## src/rtl/dark_pkg.sv

```systemverilog
// Shared types and widths for the dark_mm memory master, plus the byte-enable
// legality check used when DARKMM_BE_CHECK_EN is defined.
package dark_pkg;

  localparam int DATA_W = 32;
  localparam int ADDR_W = 32;
  localparam int BE_W   = 4;

  typedef enum logic [1:0] {
    IDLE = 2'd0,
    REQ  = 2'd1,
    DONE = 2'd2
  } state_e;

  // Legal: non-empty, one contiguous run of lanes, starting at or above the
  // address offset, and not running past the top lane from that offset.
  function automatic logic be_legal(input logic [BE_W-1:0] be_v,
                                    input logic [1:0]      off);
    int lo;
    int n;
    logic [BE_W-1:0] run;
    lo = 0;
    n  = 0;
    for (int i = BE_W - 1; i >= 0; i--) begin
      if (be_v[i]) lo = i;
    end
    for (int i = 0; i < BE_W; i++) begin
      if (be_v[i]) n = n + 1;
    end
    run = BE_W'(((1 << n) - 1) << lo);
    if (be_v == '0)               return 1'b0;
    if (be_v != run)              return 1'b0;
    if (lo < int'(off))           return 1'b0;
    if (int'(off) + n > BE_W)     return 1'b0;
    return 1'b1;
  endfunction

endpackage

```

## src/rtl/dark_mm_if.sv

```systemverilog
// Core-side request/response bus of dark_mm; the core is the master, the
// memory master block is the slave.
interface dark_mm_if;
  import dark_pkg::*;

  logic              core_en;
  logic              core_rw;
  logic [ADDR_W-1:0] core_addr;
  logic [BE_W-1:0]   core_be;
  logic [DATA_W-1:0] core_wdata;
  logic [DATA_W-1:0] core_rdata;
  logic              core_valid;
  logic              core_err;

  modport master (
    output core_en, core_rw, core_addr, core_be, core_wdata,
    input  core_rdata, core_valid, core_err
  );

  modport slave (
    input  core_en, core_rw, core_addr, core_be, core_wdata,
    output core_rdata, core_valid, core_err
  );

endinterface

```

## src/rtl/dark_mm.sv

```systemverilog
// Single-access memory master: IDLE -> REQ (until hlt low or timeout) -> DONE.
// Define DARKMM_BE_CHECK_EN to reject illegal byte-enable patterns up front.
module dark_mm
  import dark_pkg::*;
#(
  parameter int TMO_CYCLES = 0
) (
  input  logic              clk,
  input  logic              res,
  dark_mm_if.slave          core,
  output logic [ADDR_W-1:0] daddr,
  output logic [DATA_W-1:0] datao,
  output logic              wr,
  output logic              rd,
  output logic [BE_W-1:0]   be,
  input  logic [DATA_W-1:0] datai,
  input  logic              hlt
);

  localparam int TW = (TMO_CYCLES > 1) ? $clog2(TMO_CYCLES) : 1;

  state_e            state;
  logic [ADDR_W-1:0] addr_q;
  logic [DATA_W-1:0] wdata_q;
  logic [BE_W-1:0]   be_q;
  logic              rw_q;
  logic [DATA_W-1:0] rdata_q;
  logic              err_q;
  logic [TW-1:0]     tmo_cnt;
  logic              be_ok;
  logic              tmo_hit;

`ifdef DARKMM_BE_CHECK_EN
  assign be_ok = be_legal(core.core_be, core.core_addr[1:0]);
`else
  assign be_ok = 1'b1;
`endif

  // The Nth consecutive busy REQ cycle ends the access instead of waiting on.
  assign tmo_hit = (TMO_CYCLES > 0) && hlt && (tmo_cnt == TW'(TMO_CYCLES - 1));

  always_ff @(posedge clk or posedge res) begin
    if (res) begin
      state   <= IDLE;
      addr_q  <= '0;
      wdata_q <= '0;
      be_q    <= '0;
      rw_q    <= 1'b0;
      rdata_q <= '0;
      err_q   <= 1'b0;
      tmo_cnt <= '0;
    end else begin
      case (state)
        IDLE: begin
          if (core.core_en) begin
            addr_q  <= core.core_addr;
            wdata_q <= core.core_wdata;
            be_q    <= core.core_be;
            rw_q    <= core.core_rw;
            tmo_cnt <= '0;
            err_q   <= ~be_ok;
            state   <= be_ok ? REQ : DONE;
          end
        end
        REQ: begin
          if (!hlt) begin
            if (!rw_q) rdata_q <= datai;
            state <= DONE;
          end else if (tmo_hit) begin
            err_q <= 1'b1;
            state <= DONE;
          end else begin
            tmo_cnt <= tmo_cnt + TW'(1);
          end
        end
        DONE:    state <= IDLE;
        default: state <= IDLE;
      endcase
    end
  end

  // Strobes and the completion pulse decode straight from state so that an
  // asynchronous reset removes them without waiting for a clock.
  assign wr              = (state == REQ) &  rw_q;
  assign rd              = (state == REQ) & ~rw_q;
  assign daddr           = addr_q;
  assign datao           = wdata_q;
  assign be              = be_q;
  assign core.core_rdata = rdata_q;
  assign core.core_valid = (state == DONE);
  assign core.core_err   = (state == DONE) & err_q;

endmodule

```

## src/flat_wrapper.sv

```systemverilog
// flat-port wrapper written by rule: the top's interface ports become plain ports
module dark_mm_flat import dark_pkg::*;
#(
  parameter int TMO_CYCLES = 0
)
  (clk, res, daddr, datao, wr, rd, be, datai, hlt, core_core_en, core_core_rw, core_core_addr, core_core_be, core_core_wdata, core_core_rdata, core_core_valid, core_core_err);
  dark_mm_if core_i ();
  input  logic clk;
  input  logic res;
  output logic [ADDR_W-1:0] daddr;
  output logic [DATA_W-1:0] datao;
  output logic wr;
  output logic rd;
  output logic [BE_W-1:0] be;
  input  logic [DATA_W-1:0] datai;
  input  logic hlt;
  input wire logic [$bits(core_i.core_en)-1:0] core_core_en;
  input wire logic [$bits(core_i.core_rw)-1:0] core_core_rw;
  input wire logic [$bits(core_i.core_addr)-1:0] core_core_addr;
  input wire logic [$bits(core_i.core_be)-1:0] core_core_be;
  input wire logic [$bits(core_i.core_wdata)-1:0] core_core_wdata;
  output wire logic [$bits(core_i.core_rdata)-1:0] core_core_rdata;
  output wire logic [$bits(core_i.core_valid)-1:0] core_core_valid;
  output wire logic [$bits(core_i.core_err)-1:0] core_core_err;
  assign core_i.core_en = core_core_en;
  assign core_i.core_rw = core_core_rw;
  assign core_i.core_addr = core_core_addr;
  assign core_i.core_be = core_core_be;
  assign core_i.core_wdata = core_core_wdata;
  assign core_core_rdata = core_i.core_rdata;
  assign core_core_valid = core_i.core_valid;
  assign core_core_err = core_i.core_err;
  dark_mm #(.TMO_CYCLES(TMO_CYCLES)) u_core (.clk(clk), .res(res), .core(core_i), .daddr(daddr), .datao(datao), .wr(wr), .rd(rd), .be(be), .datai(datai), .hlt(hlt));
endmodule
```

## config.mk

```make
export PLATFORM = sky130hd
export DESIGN_NAME = dark_mm_flat
export DESIGN_NICKNAME = d
export VERILOG_FILES = /design/src/rtl/dark_pkg.sv /design/src/rtl/dark_mm_if.sv /design/src/rtl/dark_mm.sv /design/src/flat_wrapper.sv
export SDC_FILE = /design/constraint.sdc
export NUM_CORES = 1
export LEC_CHECK = 0
export BUFFER_PORTS_ARGS = -buffer_cell sky130_fd_sc_hd__buf_2
export CAP_MARGIN = 25
export CELL_PAD_IN_SITES_DETAIL_PLACEMENT = 0
export CELL_PAD_IN_SITES_GLOBAL_PLACEMENT = 1
export CORE_AREA = 10 10 117 119
export CTS_CLUSTER_DIAMETER = 30
export DETAILED_ROUTE_END_ITERATION = 6
export DIE_AREA = 0 0 127 129
export PLACE_DENSITY_LB_ADDON = 0.1
export SETUP_SLACK_MARGIN = 0.2
export SKIP_CTS_REPAIR_TIMING = 1
export SLEW_MARGIN = 30
export SYNTH_ARGS = -nofsm -noshare
export SYNTH_HDL_FRONTEND = slang
export SYNTH_SLANG_ARGS = --single-unit
export TNS_END_PERCENT = 30
```

## constraint.sdc

```tcl
create_clock -name clk -period 3.1 [get_ports clk]
set_input_delay 0.155 -clock clk [delete_from_list [all_inputs] [get_ports clk]]
set_output_delay 0.155 -clock clk [all_outputs]
set_load 0.05 [all_outputs]
```

==> flow_summary.yaml <==
power_and_ir_drop:
  p_seq_frac: 0.332
  clockPowerShare: 0.189
  p_sw_mw: 2.85
  power_density_nw_per_um2: 1130
  combPwrFrac: 0.479
  p_sw_frac: 0.466
  intPower_mw: 3.27
  peakVddDrop_mv: 0.616
  leakagePower_nw: 2.65
clock_tree:
  clkTransAtPathRegs_ns: 0.07
  cts-buffers-inserted: 9
  cts_max_level: 3
  cts_buffer_depth: 2
  cts_root_buf: "clkbuf_16"
  cts_tree: "built"
  clk_latency_ns: 0.34
  cts_sinks: 103
cells_and_area:
  fill_cells: 1061
  mostFrequentLayoutCells: "buf_2, dfrtp_1, mux2_2, clkbuf_16"
  seq_area_um2: 2580
  antenna_cells: 0
  area_growth_pct: 38.4
  final_cells: 588
  drive_above_1_share: 0.739
  mostFrequentLayoutCell: "buf_2"
  nets: 545
  multiInputGateArea_um2: 1220
detailed_routing:
  vias: 2588
  drt-pass1-iter-count: 4
  vias_per_cell: 4.40
  drc: 0
  ant_nets: 0
  routedWlPerCell_um: 17.5
  routed_wl_mm: 10.3
  drt_iter0_drc: 133
sta:
  final-setup-viol-count: 0
  fmax_mhz: 605
  tightest_slew_ns: 0.545
  finalHoldViolCount: 0
  rsz0062_at_grt: "no"
  layout_min_cycle_time_ns: 1.65
  maxSlewViolCount: 0
  setup_tns_ns: 0
  fin_crit_sh: 0.533
  skew_ns: 0.00471
  slew_headroom: 0.637
placement:
  gp_congestion: 0.652
  io_buffers: 207
  post-place-cells: 571
  dp_hpwl_mm: 8.06
logic_synthesis:
  synthMuxAreaShare: 0.294
  synth_compound_area_frac: 0
  yosys_warnings: 0
  yosys.area_share.simple: 0.0164
  syn_nets: 332
  synth_cell_types: 14
  synth-seq-cells: 103
  avgSynthCellArea_um2: 17.2
  synth_top_family_by_area: "multiplexers"
  yosysSeqAreaShare: 0.662
  synthXorXnorAreaFrac: 0
  syn_inst: 227
  synthAdderAreaFrac: 0
  syn-cell-area_um2: 3900
hold_path:
  hold_path.class: "input port to flip-flop"
  holdPathStages: 2
job:
  drv_cap: 0
setup_path:
  worstRegToRegCells: 3
  slowest_stage: "dfrtp_1"
  worstSetupStartpointType: "flip-flop"
  r2r_slack_ns: 1.45
  crit_arrival_ns: 1.87
  worstSetupPathType: "flip-flop to flip-flop"
  worst_setup_path_end_kind: "flip-flop"
  crit_chain: "nor3b_4 -> buf_4 -> mux2_2"
  startpoint: "u_core.state[0]"
  crit_end: "u_core.daddr[16]"
  rr_endpoint: "u_core.daddr[16]"
  crit_fanout: 36
  r2r-start: "u_core.state[0]"
  critPathMaxStageDelay_ns: 0.45
  cp_data_required_time_ns: 3.32
grt:
  overflow: 0
  antenna_found_initial: 1
  grt_pass1_vias: 2874
  gr-usage-all-layers: 0.121
  grt_start_max_net_pins: 62
  grt_pass1_wl_mm: 15.8
die:
  die_x_um: 127
  num_rows: 39
  die_area_um2: 16400
  die_y_um: 129
  core_um2: 11300
  floorplan.initialDensity: 0.344
  io_pins: 209
outcome:
  status: "completed"
[worst min-delay path by stage]
stage,from,end,slack [ns]
after CTS,res,u_core.datao[4],-0.11
after global placement,res,u_core.core.core_rdata[27],0.25
after floorplan,hlt,u_core.state[1],0.22
final,hlt,u_core.state[1],0.04
after global routing,hlt,u_core.state[1],0.03
after detailed placement,res,u_core.core.core_rdata[27],0.25
[layer usage]
metal / up-vias / routed length [µm] / GRT usage
met3: 13 / 1380 / 0.0706
met4: 0 / 165 / 0.0522
met5: - / 0 / 0
met1: 1233 / 4030 / 0.137
met2: 128 / 4700 / 0.184
li1: 1214 / - / -
[cell usage after synthesis]
cell type  count  area share
nor4b_4        1      0.0061
buf_2          2      0.0026
inv_1          2      0.0019
mux2_1         2      0.0058
nor2b_1        1      0.0016
nor2_1         4      0.0039
buf_6          5       0.014
nor3b_2        1      0.0032
mux2_2        99        0.29
conb_1         1     0.00096
nand2b_1       1      0.0016
dfrtp_1      103        0.66
mux2i_1        1      0.0026
buf_4          4      0.0077
[kinds of logic (layout without fill, tap and decap cells)]
kind of cell | Yosys count | after routing
DFF | 103 | 103
other | 1 | 1
muxes | 102 | 102
and+or+nand+nor | 8 | 8
buffers and inverters | 13 | 231
[worst max-delay path: cells and delay by family, from the launching register on]
kind          cells  cell delay, ns
mux               1            0.40
simple gates      1            0.24
buf+inv           1            0.43
flops             1            0.45
[sequential cells by signal, indices dropped and copies added (netlist names)]
signal                  count
u_core.be                   4
u_core.core.core_rdata     32
u_core.daddr               32
u_core.datao               32
u_core.rw_q                 1
u_core.state                2
[final cells by class]
type / count / area share
sequential: 103 / 0.478
multi-input combinational: 111 / 0.226
timing repair buffer: 213 / 0.203
clock buffer: 13 / 0.0501
tap: 143 / 0.0332
clock inverter: 3 / 0.00742
inverter: 2 / 0.00186
[stage by stage]
step,setup WS (ns),area [µm²],hold WS [ns],util,power (mW)
after floorplan,0.241,3900,0.221,-,4.30
after CTS,1.43,5380,-0.111,0.476,6.22
after detailed placement,1.43,5070,0.252,0.448,5.04
after global placement,1.49,5070,0.253,0.448,5.00
after global routing,1.36,5390,0.0274,0.476,6.41
final,1.45,5390,0.0377,0.476,6.12
[power by group through the flow]
stage | clock network [mW] | logic (mW) | registers (mW)
2_1_floorplan | 0 | 0.571 | 3.73
3_3_place_gp | 0 | 2.96 | 2.04
3_5_place_dp | 0 | 2.98 | 2.06
4_1_cts | 1.20 | 2.98 | 2.04
5_1_grt | 1.25 | 3.06 | 2.10
6_report | 1.16 | 2.93 | 2.03
No activity file was read; power rests on OpenSTA's default activity.
